## config.mk

```make
export PLATFORM = sky130hd
export DESIGN_NAME = mem_responder_flat
export DESIGN_NICKNAME = d
export VERILOG_FILES = /design/src/rtl/mem_if_pkg.sv /design/src/rtl/mem_responder_if.sv /design/src/rtl/mem_responder_ram.sv /design/src/rtl/mem_responder.sv /design/src/flat_wrapper.sv
export SDC_FILE = /design/constraint.sdc
export NUM_CORES = 1
export LEC_CHECK = 0
export ABC_AREA = 0
export CORE_AREA = 5 5 101 113
export CTS_CLUSTER_SIZE = 40
export DETAILED_ROUTE_END_ITERATION = 12
export DIE_AREA = 0 0 106 118
export PLACE_DENSITY_LB_ADDON = 0.2
export RECOVER_POWER = 100
export REMOVE_ABC_BUFFERS = 1
export SYNTH_ARGS = -nofsm -noshare
export SYNTH_HDL_FRONTEND = slang
export SYNTH_SLANG_ARGS = --single-unit
```

## constraint.sdc

```tcl
create_clock -name clk -period 7.17 [get_ports clk]
set_input_delay 2.151 -clock clk [delete_from_list [all_inputs] [get_ports clk]]
set_output_delay 2.151 -clock clk [all_outputs]
set_load 0.005 [all_outputs]
```

## src/rtl/mem_if_pkg.sv

```systemverilog
// Shared definitions for the oe/we strobe memory interface: responder and
// controller state encodings plus default bus widths.
package mem_if_pkg;

  localparam int ADDR_W_DEF = 4;
  localparam int DATA_W_DEF = 8;
  localparam int CNT_W      = 4;

  typedef enum logic [2:0] {
    RSP_IDLE    = 3'd0,
    RSP_RD_WAIT = 3'd1,
    RSP_RD_DATA = 3'd2,
    RSP_WR_WAIT = 3'd3,
    RSP_WR_DONE = 3'd4,
    RSP_ERR     = 3'd5
  } rsp_state_e;

  // Encodings of the controller FSM that drives this interface.
  typedef enum logic [1:0] {
    CTL_IDLE  = 2'd0,
    CTL_CHKRW = 2'd1,
    CTL_READ  = 2'd2,
    CTL_WRITE = 2'd3
  } ctl_state_e;

endpackage

```

## src/rtl/mem_responder_if.sv

```systemverilog
// Strobe bus between a memory controller (master) and the responder (slave).
interface mem_responder_if #(
  parameter int ADDR_W = 4,
  parameter int DATA_W = 8
) ();

  logic              oe;
  logic              we;
  logic [ADDR_W-1:0] addr;
  logic [DATA_W-1:0] wdata;
  logic [DATA_W-1:0] rdata;
  logic              rdata_valid;
  logic              wr_ack;
  logic              busy;
  logic              proto_err;
  logic [2:0]        state;

  modport master (
    output oe, we, addr, wdata,
    input  rdata, rdata_valid, wr_ack, busy, proto_err, state
  );

  modport slave (
    input  oe, we, addr, wdata,
    output rdata, rdata_valid, wr_ack, busy, proto_err, state
  );

endinterface

```

## src/rtl/mem_responder_ram.sv

```systemverilog
// DEPTH x DATA_W synchronous array: one write port, one registered read port.
// Array contents are never reset; only the read register is.
module mem_responder_ram #(
  parameter int ADDR_W = 4,
  parameter int DATA_W = 8
) (
  input  logic              clk,
  input  logic              rst,
  input  logic              wr_en,
  input  logic [ADDR_W-1:0] wr_addr,
  input  logic [DATA_W-1:0] wr_data,
  input  logic              rd_en,
  input  logic [ADDR_W-1:0] rd_addr,
  output logic [DATA_W-1:0] rd_data
);

  localparam int DEPTH = 2 ** ADDR_W;

  logic [DATA_W-1:0] mem [DEPTH];
  logic [DATA_W-1:0] rd_data_q;

  always_ff @(posedge clk) begin
    if (wr_en) begin
      mem[wr_addr] <= wr_data;
    end
  end

  always_ff @(posedge clk) begin
    if (rst) begin
      rd_data_q <= '0;
    end else if (rd_en) begin
      rd_data_q <= mem[rd_addr];
    end
  end

  assign rd_data = rd_data_q;

endmodule

```

## src/rtl/mem_responder.sv

```systemverilog
// Memory-side responder: decodes oe/we level strobes into array accesses,
// inserting WAIT_STATES wait cycles before returning read data or a write ack.
module mem_responder
  import mem_if_pkg::*;
#(
  parameter int ADDR_W      = ADDR_W_DEF,
  parameter int DATA_W      = DATA_W_DEF,
  parameter int WAIT_STATES = 2
) (
  input  logic            clk,
  input  logic            reset,
  mem_responder_if.slave  bus
);

  localparam logic [CNT_W-1:0] WAIT_CNT = CNT_W'(WAIT_STATES);

  rsp_state_e        state_q, state_d;
  logic [CNT_W-1:0]  cnt_q, cnt_d;
  logic [ADDR_W-1:0] addr_q, addr_d;
  logic [DATA_W-1:0] wdata_q, wdata_d;
  logic              oe_q, we_q;
  logic              oe_rise, we_rise;
  logic              ram_wr_en, ram_rd_en;
  logic [DATA_W-1:0] ram_rd_data;

  assign oe_rise = bus.oe & ~oe_q;
  assign we_rise = bus.we & ~we_q;

  // Edge-detect registers follow the strobes even during reset, so a strobe
  // held high across reset is not mistaken for a fresh rise on release.
  always_ff @(posedge clk) begin
    oe_q    <= bus.oe;
    we_q    <= bus.we;
    addr_q  <= addr_d;
    wdata_q <= wdata_d;
    if (reset) begin
      state_q <= RSP_IDLE;
      cnt_q   <= '0;
    end else begin
      state_q <= state_d;
      cnt_q   <= cnt_d;
    end
  end

  always_comb begin
    state_d   = state_q;
    cnt_d     = cnt_q;
    addr_d    = addr_q;
    wdata_d   = wdata_q;
    ram_wr_en = 1'b0;
    ram_rd_en = 1'b0;
    case (state_q)
      RSP_IDLE: begin
        if (bus.oe && bus.we) begin
          state_d = RSP_ERR;
        end else if (oe_rise) begin
          state_d = RSP_RD_WAIT;
          addr_d  = bus.addr;
          cnt_d   = WAIT_CNT;
        end else if (we_rise) begin
          state_d = RSP_WR_WAIT;
          addr_d  = bus.addr;
          wdata_d = bus.wdata;
          cnt_d   = WAIT_CNT;
        end
      end
      RSP_RD_WAIT: begin
        if (we_rise) begin
          state_d = RSP_ERR;
        end else if (!bus.oe) begin
          state_d = RSP_IDLE;
        end else if (cnt_q != '0) begin
          cnt_d = cnt_q - 1'b1;
        end else begin
          state_d   = RSP_RD_DATA;
          ram_rd_en = 1'b1;
        end
      end
      RSP_RD_DATA: begin
        if (we_rise) begin
          state_d = RSP_ERR;
        end else if (!bus.oe) begin
          state_d = RSP_IDLE;
        end
      end
      RSP_WR_WAIT: begin
        // A conflicting read or a dropped strobe must leave the array untouched.
        if (oe_rise) begin
          state_d = RSP_ERR;
        end else if (!bus.we) begin
          state_d = RSP_IDLE;
        end else if (cnt_q != '0) begin
          cnt_d = cnt_q - 1'b1;
        end else begin
          state_d   = RSP_WR_DONE;
          ram_wr_en = 1'b1;
        end
      end
      RSP_WR_DONE: begin
        if (oe_rise) begin
          state_d = RSP_ERR;
        end else if (!bus.we) begin
          state_d = RSP_IDLE;
        end
      end
      RSP_ERR: begin
        if (!bus.oe && !bus.we) begin
          state_d = RSP_IDLE;
        end
      end
      default: state_d = RSP_IDLE;
    endcase
  end

  mem_responder_ram #(
    .ADDR_W (ADDR_W),
    .DATA_W (DATA_W)
  ) u_ram (
    .clk     (clk),
    .rst     (reset),
    .wr_en   (ram_wr_en),
    .wr_addr (addr_q),
    .wr_data (wdata_q),
    .rd_en   (ram_rd_en),
    .rd_addr (addr_q),
    .rd_data (ram_rd_data)
  );

  assign bus.rdata       = ram_rd_data;
  assign bus.rdata_valid = (state_q == RSP_RD_DATA);
  assign bus.wr_ack      = (state_q == RSP_WR_DONE);
  assign bus.busy        = (state_q == RSP_RD_WAIT) || (state_q == RSP_WR_WAIT);
  assign bus.proto_err   = (state_q == RSP_ERR);
  assign bus.state       = state_q;

endmodule
```

## src/flat_wrapper.sv

```systemverilog
// flat-port wrapper written by rule: the top's interface ports become plain ports
module mem_responder_flat import mem_if_pkg::*;
#(
  parameter int ADDR_W      = ADDR_W_DEF,
  parameter int DATA_W      = DATA_W_DEF,
  parameter int WAIT_STATES = 2
)
  (clk, reset, bus_oe, bus_we, bus_addr, bus_wdata, bus_rdata, bus_rdata_valid, bus_wr_ack, bus_busy, bus_proto_err, bus_state);
  mem_responder_if #(.ADDR_W(ADDR_W), .DATA_W(DATA_W)) bus_i ();
  input  logic clk;
  input  logic reset;
  input wire logic [$bits(bus_i.oe)-1:0] bus_oe;
  input wire logic [$bits(bus_i.we)-1:0] bus_we;
  input wire logic [$bits(bus_i.addr)-1:0] bus_addr;
  input wire logic [$bits(bus_i.wdata)-1:0] bus_wdata;
  output wire logic [$bits(bus_i.rdata)-1:0] bus_rdata;
  output wire logic [$bits(bus_i.rdata_valid)-1:0] bus_rdata_valid;
  output wire logic [$bits(bus_i.wr_ack)-1:0] bus_wr_ack;
  output wire logic [$bits(bus_i.busy)-1:0] bus_busy;
  output wire logic [$bits(bus_i.proto_err)-1:0] bus_proto_err;
  output wire logic [$bits(bus_i.state)-1:0] bus_state;
  assign bus_i.oe = bus_oe;
  assign bus_i.we = bus_we;
  assign bus_i.addr = bus_addr;
  assign bus_i.wdata = bus_wdata;
  assign bus_rdata = bus_i.rdata;
  assign bus_rdata_valid = bus_i.rdata_valid;
  assign bus_wr_ack = bus_i.wr_ack;
  assign bus_busy = bus_i.busy;
  assign bus_proto_err = bus_i.proto_err;
  assign bus_state = bus_i.state;
  mem_responder #(.ADDR_W(ADDR_W), .DATA_W(DATA_W), .WAIT_STATES(WAIT_STATES)) u_core (.clk(clk), .reset(reset), .bus(bus_i));
endmodule
```

==> results of run 1 <==
## per-layer routing
layer	share of wire	GRT usage
met5	0	0
met4	0.031	0.0980
met3	0.067	0.0642
met2	0.51	0.342
met1	0.39	0.271
## worst max-delay path: cells and delay by family
kind	cells	cell delay, ns
and+or+nand+nor	4	1.72
buffers and inverters	1	0.69
## cell families (layout without fill, tap and decap cells)
group / Yosys count / after routing / share of synthesized area
AND/OR/NAND/NOR: 78 / 78 / 0.0638
buffers and inverters: 26 / 70 / 0.0244
multiplexers: 34 / 34 / 0.117
adder cells (fa/ha/maj): 2 / 2 / 0.00396
AO/OA/AOI/OAI: 60 / 60 / 0.0708
flip-flops: 157 / 157 / 0.720
## cells in the final DEF, fill, tap and decap left out, types with 5 or more instances in the layout
cell type	instances
nand3_1	6
nand2b_1	5
inv_1	6
a22o_1	8
nor2b_1	9
edfxtp_1	140
nand2_1	7
mux4_2	32
a21oi_1	19
dfxtp_1	17
nor2_1	29
nor3_1	6
dlygate4sd3_1	28
o21ai_0	7
clkbuf_16	19
a211oi_1	9
## metrics by stage
step | hold WS (ns) | util | power, mW | worst slack (ns) | area (sq um)
3_5_place_dp | 0.502 | 0.655 | 1.49 | 2.37 | 6650
4_1_cts | 0.511 | 0.712 | 2.32 | 2.78 | 7220
5_1_grt | 0.532 | 0.712 | 2.40 | 2.25 | 7220
6_report | 0.504 | 0.712 | 2.30 | 2.65 | 7220
3_3_place_gp | 0.484 | 0.655 | 1.48 | 2.51 | 6650
2_1_floorplan | 0.461 | - | 1.34 | 3.44 | 6180
## flip-flops by register name, indices dropped and copies added (netlist names)
signal	flops
u_core.wdata_q	8
u_core.addr_q	4
u_core.oe_q	1
u_core.bus.state	3
u_core.we_q	1
u_core.u_ram.mem	128
u_core.u_ram.rd_data	8
u_core.cnt_q	4
## final timing paths
path,startpoint,end,cells after the start
max,bus_oe,u_core.u_ram.mem[0][4]$_DFFE_PP_,5
min,u_core.cnt_q[0]$_SDFFE_PP0P_,u_core.cnt_q[0]$_SDFFE_PP0P_,2
max reg2reg,u_core.cnt_q[0]$_SDFFE_PP0P_,u_core.u_ram.mem[0][4]$_DFFE_PP_,6
min reg2reg,u_core.cnt_q[0]$_SDFFE_PP0P_,u_core.cnt_q[0]$_SDFFE_PP0P_,2
## layout make-up
cell class | count | area share
clock buffer | 23 | 0.0707
clock inverter | 9 | 0.00832
inverter | 6 | 0.00312
multi-input combinational | 174 | 0.224
sequential | 157 | 0.629
tap | 123 | 0.0213
timing repair buffer | 32 | 0.0437
## power by group
part           internal (mW)  switching [mW]
clock network          0.501           0.340
registers               1.04          0.0661
logic                  0.170           0.183
total                   1.71           0.589
==> metrics.md, run 1 <==
| Metric | Value |
|---|---|
| Resized Gates After CTS | 0 |
| Largest buffer count on any clock path | 2 |
| Pre-antenna DRT Iters | 5 |
| Crit. End Element | flop |
| Clk sinks | 157 |
| RSZ-0062 raised after global routing | no |
| Least-Margin Pin Slew | 1.33 ns |
| GR Overflow Total | 0 |
| Worst-path fanout max | 12 |
| # DRC | 0 |
| Post-Route WL | 12300 um |
| Post-synth EDFFs | 140 |
| Asr flop ratio synth | 0 |
| HPWL after DPL | 7760 um |
| Top FF cell, synth | edfxtp_1 |
| Multi-input gate area | 1620 sq um |
| Hold WC Path Type | flop to flop |
| Register area | 4540 sq um |
| Antenna diode count | 0 |
| I/O Buffers | 30 |
| Vias/cell | 6.35 |
| Fraction of layout cells with a size suffix above 1 | 0.190 |
| Setup repair bufs after CTS | 0 |
| Synthesized instance count | 357 |
| Vias | 3325 |
| Crit path arrival time | 4.56 ns |
| Clock root cell | clkbuf_16 |
| Total CTS buffers | 17 |
| Distinct cell type count after synthesis | 51 |
| Non-Filler Instances | 524 |
| CP required | 7.20 ns |
| Avg Inst Size Synth | 17.7 sq um |
| Final setup fails | 0 |
| Yosys Warn Count | 0 |
| Final hold violation count | 0 |
| Crit-path cells | dlygate4sd3_1 > nand2b_1 > nand4_1 > or3_1 > nor3_1 |
| Most frequent cell after synthesis | edfxtp_1 |
| Ranking of synthesized cells by area | edfxtp_1 (67%), mux4_2 (11%), dfxtp_1 (5.4%) |
| Largest net degree at the start of global routing | 37 |
| Area grow syn2layout | 14.4% |
| PwrDens | 318 nW/um^2 |
| First-pass GRT wire length | 19400 um |
| Worst slew margin | 0.104 |
| Status | finished clean |
| I/O pin cnt | 31 |
| Slowest CP cell | nor3_1 |
| Vias in the first global route | 3466 |
| CTS Hold Bufs | 0 |
| Minimum clock period after layout | 4.52 ns |
| Nets | 406 |
| Die area | 12500 sq um |
| Chip width | 106 um |
| CTS tree | done |
| RD Place Congestion | 0.905 |
| Clk slew on worst S/H paths | 0.06 ns |
| Fmax | 221 MHz |
| Antenna violations before repair | 0 |
| #FFs+latches synth | 157 |
| Pins Over Slew Limit | 0 |
| Fill count | 608 |
| TNS Setup | 0 ns |
| Initial DRC count | 364 |
| Leading area contributor after synthesis | edfxtp_1 |
| Post-synth top area share | 0.666 |
| Max-Cap Viols | 0 |
| # H-tree levels | 4 |
| Worst path max stage delay | 0.86 ns |
| Wire per inst | 23.4 um |
| Worst-Skew Late Latency | 0.42 ns |
| Placeable core area | 10100 sq um |
| Final period util | 0.631 |
| CP Launch Type | input port |
| Mapped Area | 6310 sq um |
| Die Span Y | 118 um |
| Initial core utilization | 0.622 |
| Rows | 39 |
| Gr usage total | 0.214 |
| Seq/Total Area, Yosys | 0.720 |
| Post-route ant nets | 0 |
| Commonest cells in the netlist | edfxtp_1 (140), mux4_2 (32), nor2_1 (29) |
| Leakage | 2.36 nW |
| Internal reg-to-reg setup slack | 4.10 ns |
| Critical path type | input port to flop |
| Clock skew | 0.00943 ns |
| Max VDD drop | 0.236 mV |
| DP Cell Count | 492 |
No activity file was read; power rests on OpenSTA's default activity.
==> inputs of run 2 (changes only) <==
- CORE_AREA: 5 5 101 113 -> 5 5 105 117
- DIE_AREA: 0 0 106 118 -> 0 0 110 122
- clock period: 7.17 -> 4.5 ns (I/O delays scaled with it)
==> run 2 against run 1 <==
Effect of this change: via count decreased by 1.4%; sequential power increased by 59%; combinational power increased by 58%; register-to-register slack got worse by 2.2 ns; sequential share of layout area decreased by 0.86 points; hold slack about the same; setup slack got worse by 1.9 ns; core utilization decreased by 5.4 points; first-iteration DRC count decreased by 16%; final area increased by 1.4%; clock skew decreased by 0.0012 ns; cell count increased by 5.9%; critical endpoint is now u_core.cnt_q[3]$_SDFFE_PP0P_.
==> metrics.md, run 2 (synthesis gave the netlist of run 1 again) <==
| Metric | Value |
|---|---|
| Internal reg-to-reg setup slack | 1.94 ns (was 4.10 ns) |
| First-pass GRT wire length | 18700 um (was 19400 um) |
| CP Buf/Inv Count | 1 (unchanged) |
| Pre-antenna DRT Iters | 7 (was 5) |
| # H-tree levels | 4 (unchanged) |
| Worst-Skew Late Latency | 0.41 ns (was 0.42 ns) |
| Max-Cap Viols | 0 (unchanged) |
| Fmax | 269 MHz |
| Least-Margin Pin Slew | 1.32 ns (was 1.33 ns) |
| CTS tree | done (unchanged) |
| Final period util | 0.826 |
| Hold WC Path Type | flop to flop (unchanged) |
| Resized Gates After CTS | 0 (unchanged) |
| Most common cell after layout, fill and taps aside | edfxtp_1 (unchanged) |
| Post-route ant nets | 0 (unchanged) |
| Clk slew on worst S/H paths | 0.06 ns (about the same) |
| Setup repair bufs after CTS | 0 (unchanged) |
| TNS Setup | 0 ns (unchanged) |
| Initial core utilization | 0.567 (was 0.622) |
| CTS Hold Bufs | 0 (unchanged) |
| Status | finished clean (unchanged) |
| Largest buffer count on any clock path | 2 (unchanged) |
| Pins Over Slew Limit | 0 (unchanged) |
| Vias/cell | 5.91 (was 6.35) |
| Worst path max stage delay | 1.03 ns (was 0.86 ns) |
| Area grow syn2layout | 16.0% (was 14.4%) |
| Max VDD drop | 0.237 mV (was 0.236 mV) |
| Post-Layout Inst Area | 7320 sq um (was 7220 sq um) |
| Die Span Y | 122 um (was 118 um) |
| Worst slew margin | 0.113 (was 0.104) |
| I/O Buffers | 30 (unchanged) |
| Total CTS buffers | 17 (unchanged) |
| Critical path type | input port to flop (unchanged) |
| Slowest CP cell | a21boi_0 (was nor3_1) |
| Largest net degree at the start of global routing | 37 (unchanged) |
| Register area | 4540 sq um (unchanged) |
| Die area | 13400 sq um (was 12500 sq um) |
| Vias | 3279 (was 3325) |
| CP Launch Type | input port (unchanged) |
| Biggest register | u_core.u_ram.mem (unchanged) |
| PwrDens | 517 nW/um^2 (was 318 nW/um^2) |
| Clock skew | 0.00827 ns (was 0.00943 ns) |
| RSZ-0062 raised after global routing | no (unchanged) |
| Max reg flops | 128 (unchanged) |
| Worst-path fanout max | 13 (was 12) |
| Post-Route WL | 12100 um (was 12300 um) |
| Leakage | 2.39 nW (was 2.36 nW) |
| Placed instance area | 6720 sq um (was 6650 sq um) |
| DP Cell Count | 523 (was 492) |
| Antenna diode count | 0 (unchanged) |
| Fraction of layout cells with a size suffix above 1 | 0.188 (was 0.190) |
| Final setup fails | 0 (unchanged) |
| Initial DRC count | 304 (was 364) |
| Fill count | 759 (was 608) |
| Final Core Density | 0.658 (was 0.712) |
| I/O pin cnt | 31 (unchanged) |
| Crit-path cells | dlygate4sd3_1 > or3b_2 > a21boi_0 > nor2_1 > nand2_1 > mux2i_1 (was dlygate4sd3_1 > nand2b_1 > nand4_1 > or3_1 > nor3_1) |
| RD Place Congestion | 0.836 (was 0.905) |
| Gr usage total | 0.196 (was 0.214) |
| Placeable core area | 11100 sq um (was 10100 sq um) |
| Chip width | 110 um (was 106 um) |
| Clock root cell | clkbuf_16 (unchanged) |
| Crit. End Element | flop (unchanged) |
| Minimum clock period after layout | 3.72 ns |
| Rows | 41 (was 39) |
| Vias in the first global route | 3357 (was 3466) |
| CP delay by family, top | compound AO/OA/AOI/OAI gates (was simple AND/OR/NAND/NOR gates) |
| Crit path arrival time | 4.01 ns (was 4.56 ns) |
| CP required | 4.80 ns (was 7.20 ns) |
| Non-Filler Instances | 555 (was 524) |
| Multi-input gate area | 1620 sq um (unchanged) |
| Nets | 410 (was 406) |
| Overall power | 3.79 mW (was 2.30 mW) |
| Antenna violations before repair | 0 (unchanged) |
| GR Overflow Total | 0 (unchanged) |
| HPWL after DPL | 7870 um (was 7760 um) |
| Wire per inst | 21.8 um (was 23.4 um) |
| # DRC | 0 (unchanged) |
| Most frequent cells in the layout | edfxtp_1 (140), mux4_2 (32), nor2_1 (29) (unchanged) |
| Clk sinks | 157 (unchanged) |
| Final hold violation count | 0 (unchanged) |
==> run 2: changes by cell type in the layout (fill, tap and decap cells not counted), sizes merged <==
cell,change
clkbuf,-2
clkinv,+2
inv,+1
bufinv,+4
clkinvlp,-1
==> run 2: per-stage QoR <==
stage	hold WS, ns	setup slack [ns]
after floorplan	0.461	1.57
after global placement	0.472	0.866
after detailed placement	0.497	0.775
after CTS	0.507	1.14
after global routing	0.523	0.670
final	0.504	0.783
==> run 2: worst reg2reg max path: stages, from the launching register on <==
cell	delay, ns
dfxtp_1	0.65
and3b_1	0.33
nand4_1	0.17
or3_1	0.44
nor3_1	0.16
clkbuf_1	0.45
==> run 2: final timing paths <==
check                                                           from  cells past startpoint                              endpoint
worst max-delay path                                          bus_we                      6          u_core.cnt_q[3]$_SDFFE_PP0P_
worst min-delay path            u_core.u_ram.rd_data[2]$_SDFFE_PP0P_                      2  u_core.u_ram.rd_data[2]$_SDFFE_PP0P_
worst max register to register      u_core.bus.state[1]$_SDFFE_PP0P_                      5      u_core.u_ram.mem[0][1]$_DFFE_PP_
worst min register to register  u_core.u_ram.rd_data[2]$_SDFFE_PP0P_                      2  u_core.u_ram.rd_data[2]$_SDFFE_PP0P_
==> run 2: cell type report <==
cell class	count	area share
sequential	157	0.621
multi-input combinational	174	0.221
clock buffer	17	0.0581
timing repair buffer	36	0.0451
clock inverter	15	0.0268
tap	150	0.0256
inverter	6	0.00308
==> run 2: per-layer routing <==
layer	part of all wire	track usage
met5	0	0
met4	0.018	0.0717
met3	0.059	0.0546
met2	0.51	0.310
met1	0.41	0.261
==> run 2: report_power, final <==
group	internal, mW	leakage [nW]	total, mW	switching, mW
clock	0.926	0.298	1.47	0.547
sequential	1.65	1.40	1.75	0.102
combinational	0.271	0.688	0.558	0.288
==> inputs of run 3 (changes only) <==
- CORE_AREA: 5 5 105 117 -> 5 5 110 122
- DIE_AREA: 0 0 110 122 -> 0 0 115 127
- clock period: 4.5 -> 3.1 ns (I/O delays scaled with it)
==> run 3 against run 2 <==
Effect of this change: count of clock-buffer cells in the layout increased by 2; critical path type is now flop to primary output; cell count increased by 4.3%; register-to-register slack got worse by 1.4 ns; combinational power increased by 46%; final area increased by 0.44%; hold slack got worse by 0.0077 ns; flip-flop and latch count unchanged; clock skew increased by 0.0011 ns; sequential share of layout area decreased by 0.27 points; first-iteration DRC count increased by 27%; sequential power increased by 46%; global-route usage decreased by 1.3 points; largest power group unchanged.
==> metrics.md, run 3 (synthesis gave the netlist of run 1 again) <==
| Metric | Value |
|---|---|
| Vias/cell | 5.83 (was 5.91) |
| TNS Setup | 0 ns (unchanged) |
| Crit path arrival time | 1.96 ns (was 4.01 ns) |
| Vias | 3377 (was 3279) |
| Internal reg-to-reg setup slack | 0.52 ns (was 1.94 ns) |
| Post-Route WL | 12500 um (was 12100 um) |
| Setup repair bufs after CTS | 0 (unchanged) |
| Worst-path fanout max | 15 (was 13) |
| Worst-Skew Late Latency | 0.42 ns (was 0.41 ns) |
| Max reg flops | 128 (unchanged) |
| Largest net degree at the start of global routing | 37 (unchanged) |
| # DRC | 0 (unchanged) |
| First-pass GRT wire length | 19200 um (was 18700 um) |
| Max VDD drop | 0.469 mV (was 0.237 mV) |
| Gr usage total | 0.183 (was 0.196) |
| Placeable core area | 12000 sq um (was 11100 sq um) |
| I/O Buffers | 30 (unchanged) |
| Nets | 430 (was 410) |
| Met3 wire length | 725 um (was 710 um) |
| Final setup fails | 0 (unchanged) |
| Least-Margin Pin Slew | 0.937 ns (was 1.32 ns) |
| GR Overflow Total | 0 (unchanged) |
| # H-tree levels | 4 (unchanged) |
| Chip width | 115 um (was 110 um) |
| CP required | 2.17 ns (was 4.80 ns) |
| Multi-input gate area | 1600 sq um (was 1620 sq um) |
| Biggest register | u_core.u_ram.mem (unchanged) |
| PwrDens | 716 nW/um^2 (was 517 nW/um^2) |
| Wire per inst | 21.5 um (was 21.8 um) |
| Final hold violation count | 0 (unchanged) |
| Minimum clock period after layout | 2.89 ns |
| Clock skew | 0.00940 ns (was 0.00827 ns) |
| Clk slew on worst S/H paths | 0.06 ns (about the same) |
| CTS Hold Bufs | 0 (unchanged) |
| Pins Over Slew Limit | 0 (unchanged) |
| Area grow syn2layout | 16.5% (was 16.0%) |
| Post-route ant nets | 0 (unchanged) |
| Pre-antenna DRT Iters | 5 (was 7) |
| Most frequent cells in the layout | edfxtp_1 (140), mux4_2 (32), nor2_1 (29) (unchanged) |
| Total CTS buffers | 17 (unchanged) |
| Antenna violations before repair | 0 (unchanged) |
| Clk sinks | 157 (unchanged) |
| CTS tree | done (unchanged) |
| Max-Cap Viols | 0 (unchanged) |
| Crit. End Element | primary output (was flop) |
| Clock root cell | clkbuf_16 (unchanged) |
| Antenna diode count | 0 (unchanged) |
| Most common cell after layout, fill and taps aside | edfxtp_1 (unchanged) |
| DR top layer | met4 (unchanged) |
| RD Place Congestion | 0.880 (was 0.836) |
| Fill count | 889 (was 759) |
| Leakage | 2.40 nW (was 2.39 nW) |
| Worst slew margin | 0.376 (was 0.113) |
| Vias in the first global route | 3365 (was 3357) |
| WL met2 | 6220 um (was 6170 um) |
| I/O pin cnt | 31 (unchanged) |
| Status | finished clean (unchanged) |
| Critical path type | flop to primary output (was input port to flop) |
| Final hold slack | 0.496 ns (was 0.504 ns) |
| HPWL after DPL | 8100 um (was 7870 um) |
| Initial core utilization | 0.527 (was 0.567) |
| WL met1 | 5320 um (was 5030 um) |
| Die area | 14600 sq um (was 13400 sq um) |
| Initial DRC count | 387 (was 304) |
| Largest buffer count on any clock path | 2 (unchanged) |
| RSZ-0062 raised after global routing | no (unchanged) |
| Fmax | 346 MHz |
| Final period util | 0.932 |
| Fraction of layout cells with a size suffix above 1 | 0.162 (was 0.188) |
| Register area | 4540 sq um (unchanged) |
| Resized Gates After CTS | 0 (unchanged) |
| Die Span Y | 127 um (was 122 um) |
| CP Launch Type | flop (was input port) |
| Hold WC Path Type | flop to flop (unchanged) |
| Rows | 42 (was 41) |
## run 3: report_power, final
| part | switching (mW) | internal (mW) | total, mW |
|---|---|---|---|
| sequential | 0.157 | 2.40 | 2.56 |
| clock | 0.738 | 1.15 | 1.89 |
| combinational | 0.409 | 0.404 | 0.814 |
## run 3: layer usage
layer,GRT usage,vias up
li1,-,1543
met1,0.251,1724
met2,0.279,93
met3,0.0563,17
met4,0.0628,0
met5,0,-
## run 3: layout make-up
cell class / instances / area share
Clock inverter: 13 / 0.0143
Multi-Input combinational cell: 174 / 0.217
Sequential cell: 157 / 0.618
Timing Repair Buffer: 56 / 0.0623
Clock buffer: 19 / 0.0589
Tap cell: 154 / 0.0262
Inverter: 6 / 0.00306
## run 3: final timing paths
kind                                                      startpoint                                   end  cells past startpoint
worst max register to register          u_core.cnt_q[0]$_SDFFE_PP0P_      u_core.u_ram.mem[0][4]$_DFFE_PP_                      7
worst min-delay path            u_core.u_ram.rd_data[6]$_SDFFE_PP0P_  u_core.u_ram.rd_data[6]$_SDFFE_PP0P_                      2
worst max-delay path                u_core.bus.state[1]$_SDFFE_PP0P_                         bus_proto_err                      3
worst min register to register  u_core.u_ram.rd_data[6]$_SDFFE_PP0P_  u_core.u_ram.rd_data[6]$_SDFFE_PP0P_                      2
## run 3: worst max-delay path, stage by stage, from the launching register on
cell           delay [ns]
dfxtp_1              0.61
inv_1                0.16
and3_1               0.21
dlygate4sd3_1        0.57
## run 3: through the flow
stage / total power [mW] / instances / utilization / instance area (sq um) / setup slack, ns
after floorplan: 3.09 / 337 / - / 6180 / 0.218
after global placement: 3.45 / 547 / 0.577 / 6910 / 0.205
after detailed placement: 3.47 / 547 / 0.577 / 6910 / 0.196
after CTS: 5.36 / 579 / 0.621 / 7450 / 0.240
after global routing: 5.49 / 579 / 0.614 / 7350 / 0.100
final: 5.26 / 579 / 0.614 / 7350 / 0.212
==> RTL edit 1, RTL diff (flow settings as in run 1) <==
The package constant `DATA_W_DEF` goes from 8 to 7.
--- a/src/rtl/mem_if_pkg.sv
+++ b/src/rtl/mem_if_pkg.sv
@@ -3,7 +3,7 @@
 package mem_if_pkg;
 
   localparam int ADDR_W_DEF = 4;
-  localparam int DATA_W_DEF = 8;
+  localparam int DATA_W_DEF = 7;
   localparam int CNT_W      = 4;
 
   typedef enum logic [2:0] {
Interface: changed (resized bus_rdata and bus_wdata); port bits go from 31 to 29. The function was not compared with the original's and may differ.
==> RTL edit 1 against run 1 <==
Routed wire length down 12%. Total power down 7.5%. Clock skew down 0.0027 ns. Cell area down 9.6%. Sequential cell count down 18. Global-route usage down 2.7 points. Area after synthesis down 11%. Worst setup slack better by 0.17 ns. Core utilization down 6.8 points. Highest routed layer unchanged.
==> RTL edit 1: results (changes against run 1) <==
** Placed design
- The number of I/O port buffers is 28 (was 30).
- The setup slack at placement came to 2.447 ns (was 2.367 ns).
- Detailed-placement wirelength estimate :: 6.928 mm (was 7.761 mm)
- Routability Congestion :: 0.8878 (was 0.9048)

** Power and ir drop
- The power in the clock group came to 0.828 mW (was 0.840 mW).
- Peak supply drop :: 0.2199 mV (was 0.2357 mV)
- Part of the power in the clock network :: 39.0% (was 36.6%)
- The leakage power summed over all cells is 2.162 nW (was 2.358 nW).
- The power attributed to sequential cells was 0.978 mW (was 1.10 mW).
- The power spent charging and discharging nets is 0.5271 mW (was 0.5889 mW).

** Final layout
- The register bank with the most flops was u_core.u_ram.mem (unchanged).
- Fraction of layout cells with a size suffix above 1 :: 16.76% (was 18.95%)
- Max FFs per register :: 112 (was 128)
- The net total in the final layout came to 374 (was 406).

** Critical path
- Depth of the worst register-to-register path :: 7 (was 6)
- R2R Path End :: u_core.u_ram.mem[2][1] (was u_core.u_ram.mem[0][4])
- Crit path arrival time :: 4.38 ns (was 4.56 ns)
- Reg2Reg Setup Slack :: 4.26 ns (was 4.10 ns)

** Min path
- The sink of the worst hold path was u_core.u_ram.rd_data[3] (was u_core.cnt_q[0]).
- The path type of the worst min-delay path is reg -> reg (unchanged).
- Hold path startpoint :: u_core.u_ram.rd_data[3] (was u_core.cnt_q[0])

** Timing
- The final critical-path share of the clock period is 60.70% (was 63.09%).
- The worst-margin pin slew is 1.101 ns (was 1.332 ns).
- Worst clock skew on the final layout :: 0.006706 ns (was 0.009426 ns)
- Hold_ws :: 0.4933 ns (was 0.5038 ns)

** Global routing
- The overall track demand over capacity in global routing came to 18.72% (was 21.39%).
- Pin count of the biggest net entering global routing :: 33 (was 37)
- Global-route wire length before repair :: 17.24 mm (was 19.38 mm)
- Number of global-route vias before repair :: 3029 (was 3466)

** Route
- The number of design-rule violations left by the first detailed-router iteration is 337 (was 364).
- The average wire per standard cell is 21.90 microns (was 23.38 microns).
- The via count normalized by instance count is 6.134 (was 6.345).

** Clock network
- The maximum root-to-sink buffer count came to 2 (unchanged).

** Logic synthesis
- The fraction of registers with async set or reset after synthesis came to 0% (unchanged).
- Post-synth top cells: 123 x sky130_fd_sc_hd__edfxtp_1, 28 x sky130_fd_sc_hd__mux4_2, 25 x sky130_fd_sc_hd__nor2_1 (was 140 x sky130_fd_sc_hd__edfxtp_1, 32 x sky130_fd_sc_hd__mux4_2, 29 x sky130_fd_sc_hd__nor2_1).
- Area contributors post-synth :: sky130_fd_sc_hd__edfxtp_1 66%, sky130_fd_sc_hd__mux4_2 11%, sky130_fd_sc_hd__dfxtp_1 5.7% (was sky130_fd_sc_hd__edfxtp_1 67%, sky130_fd_sc_hd__mux4_2 11%, sky130_fd_sc_hd__dfxtp_1 5.4%)
- Distinct cell type count of the synthesized netlist :: 49 (was 51)
- The register area share after synthesis is 71.30% (was 71.98%).
- The number of enable-type register cells in the synthesized netlist came to 123 (was 140).

** Run status
- Status :: completed (unchanged)
RTL edit 1: per-layer routing:
metal	track usage [%]	part of all wire, %	wire, microns
met1	25.10	43	4593
met2	29.78	50	5406
met3	4.663	5.3	569
met4	6.964	2.1	228
met5	0	0	0
RTL edit 1: cell type report:
| type | count | area (sq um) |
|---|---|---|
| flip-flops and latches | 139 | 4014 |
| clock buffers | 27 | 546.8 |
| fillers | 712 | 3622 |
| clock inverters | 5 | 28.78 |
| inverters | 7 | 26.28 |
| multi-input cells | 162 | 1463 |
| repair buffers | 30 | 295.3 |
| well taps | 123 | 153.9 |
RTL edit 1: critical path, cell delays in order:
cell and delay (ns):
sky130_fd_sc_hd__dlygate4sd3_1 0.69, sky130_fd_sc_hd__nand2b_1 0.19, sky130_fd_sc_hd__nand4_1 0.21, sky130_fd_sc_hd__inv_1 0.16
sky130_fd_sc_hd__nand3b_1 0.18, sky130_fd_sc_hd__nor3_1 0.79
RTL edit 1: through the flow:
| step | util [%] | cell area [sq um] | cells |
|---|---|---|---|
| after floorplan | - | 5512 | 308 |
| after CTS | 64.40 | 6536 | 493 |
| after detailed placement | 58.73 | 5961 | 461 |
| final | 64.31 | 6528 | 493 |
| after global routing | 64.31 | 6528 | 493 |
| after global placement | 58.73 | 5961 | 461 |
RTL edit 1: cells by family (layout without fill, tap and decap cells):
family	count (synthesis)	in the layout	synth area share [%]
buffers and inverters	26	69	2.556
multiplexers	30	30	11.56
flip-flops	139	139	71.30
AND/OR/NAND/NOR	82	82	7.646
adder cells (fa/ha/maj)	2	2	0.4445
AO/OA/AOI/OAI	48	48	6.491
==> RTL edit 2, RTL diff (flow settings as in run 1) <==
Made on the original files. Register the output `bus.proto_err`; this adds one clock of latency there.
--- a/src/rtl/mem_responder.sv
+++ b/src/rtl/mem_responder.sv
@@ -130,7 +130,9 @@
   assign bus.rdata_valid = (state_q == RSP_RD_DATA);
   assign bus.wr_ack      = (state_q == RSP_WR_DONE);
   assign bus.busy        = (state_q == RSP_RD_WAIT) || (state_q == RSP_WR_WAIT);
-  assign bus.proto_err   = (state_q == RSP_ERR);
+  always_ff @(posedge clk) begin
+    bus.proto_err <= (state_q == RSP_ERR);
+  end
   assign bus.state       = state_q;
 
 endmodule
Function: changed (Yosys sat finds a counterexample within 4 cycles, from zero or initial values and one cycle with reset high).
==> RTL edit 2 against run 1 <==
Die area stayed put. Cell area rose by 0.36%. Global-route usage shrank 0.42 points. Total power up 0.85%. Area after synthesis is 0.32% higher. Routed wire length hardly changed. Worst setup slack worse by 0.017 ns. Sequential cell count grew 1. Sequential share of layout area barely moved.
==> RTL edit 2: results (changes against run 1) <==
** Global routing
- The number of global-route vias before repair was 3311 (was 3466).
- The met2 global-route usage came to 33.61% (was 34.17%).
- Total global routing track utilization :: 20.98% (was 21.39%)
- The met3 routing resource usage after global routing came to 6.637% (was 6.418%).
- Global-route wire length before repair :: 18.87 mm (was 19.38 mm)
- The met1 demand-to-capacity share in global routing is 27.30% (was 27.07%).

** Power and ir drop
- The leakage power summed over all cells was 2.385 nW (was 2.358 nW).
- The power spent charging and discharging nets is 0.6135 mW (was 0.5889 mW).
- Peak supply drop :: 0.2745 mV (was 0.2357 mV)
- Clock-net power :: 0.857 mW (was 0.840 mW)
- Internal Pwr Total :: 1.702 mW (was 1.707 mW)

** Logic synthesis
- Area contributors post-synth :: sky130_fd_sc_hd__edfxtp_1 66%, sky130_fd_sc_hd__mux4_2 11%, sky130_fd_sc_hd__dfxtp_1 5.7% (was sky130_fd_sc_hd__edfxtp_1 67%, sky130_fd_sc_hd__mux4_2 11%, sky130_fd_sc_hd__dfxtp_1 5.4%)
- The register area share after synthesis came to 72.07% (was 71.98%).
- Post-synth top cells: 140 x sky130_fd_sc_hd__edfxtp_1, 32 x sky130_fd_sc_hd__mux4_2, 29 x sky130_fd_sc_hd__nor2_1 (unchanged).

** Run status
- Status: completed (unchanged).

** Critical path
- R2R Path End :: u_core.u_ram.mem[0][1] (was u_core.u_ram.mem[0][4])
- The largest stage delay on the critical path came to 0.99 ns (was 0.86 ns).
- CP endpoint :: u_core.u_ram.mem[3][0] (was u_core.u_ram.mem[0][4])
- The setup slack of the most critical reg-to-reg path was 4.17 ns (was 4.10 ns).

** Placed design
- The final HPWL from detailed placement is 7.694 mm (was 7.761 mm).
- The setup slack at placement was 2.241 ns (was 2.367 ns).
- Routability Congestion :: 0.9323 (was 0.9048)

** Clock network
- Clock-pin slew was measured on the worst setup and hold paths at 0.07 ns.
- The number of CTS-inserted buffers is 17 (unchanged).

** Route
- The number of design-rule violations left by the first detailed-router iteration is 336 (was 364).
- Routed wire per std cell :: 23.35 microns (was 23.38 microns)
- Routed length on met2 :: 6.293 mm (was 6.228 mm)
- M1 wire length :: 4.832 mm (was 4.822 mm)
- Total length of routed met3 wires :: 845 microns (was 819 microns)

** Timing
- Upper clock frequency limit :: 220.3 MHz (was 221.1 MHz)
- The worst hold-check slack was 0.4987 ns (was 0.5038 ns).
- Worst clock skew on the final layout :: 0.01289 ns (was 0.009426 ns)

** Min path
- Hold EP :: u_core.cnt_q[3] (was u_core.cnt_q[0])
- The critical hold path startpoint is u_core.cnt_q[3] (was u_core.cnt_q[0]).

** Final layout
- Max FFs per register :: 128 (unchanged)
- Fraction of layout cells with a size suffix above 1 :: 19.40% (was 18.95%)
-- RTL edit 2: cell types whose count changed after synthesis, sizes merged --
cell	before	now
dfxtp	17	18
-- RTL edit 2: layout make-up --
class                           instances  area, sq um
Clock buffer                           19        475.5
Clock inverter                         13        101.3
Sequential cell                       158         4564
Inverter                                6        22.52
Fill cell                             646         2902
Timing Repair Buffer                   32        315.3
Multi-Input combinational cell        174         1615
Tap cell                              123        153.9
-- RTL edit 2: cells by family after synthesis --
family / after synthesis / share of synthesized area [%]
AO/OA/AOI/OAI: 60 / 7.053
adder cells (fa/ha/maj): 2 / 0.3950
buffers and inverters: 26 / 2.430
flip-flops: 158 / 72.07
multiplexers: 34 / 11.69
AND/OR/NAND/NOR: 78 / 6.361
-- RTL edit 2: stage by stage --
stage,cell area [sq um],cells
2_1_floorplan,6202,338
3_3_place_gp,6671,493
3_5_place_dp,6671,493
4_1_cts,7248,525
5_1_grt,7248,525
6_report,7248,525
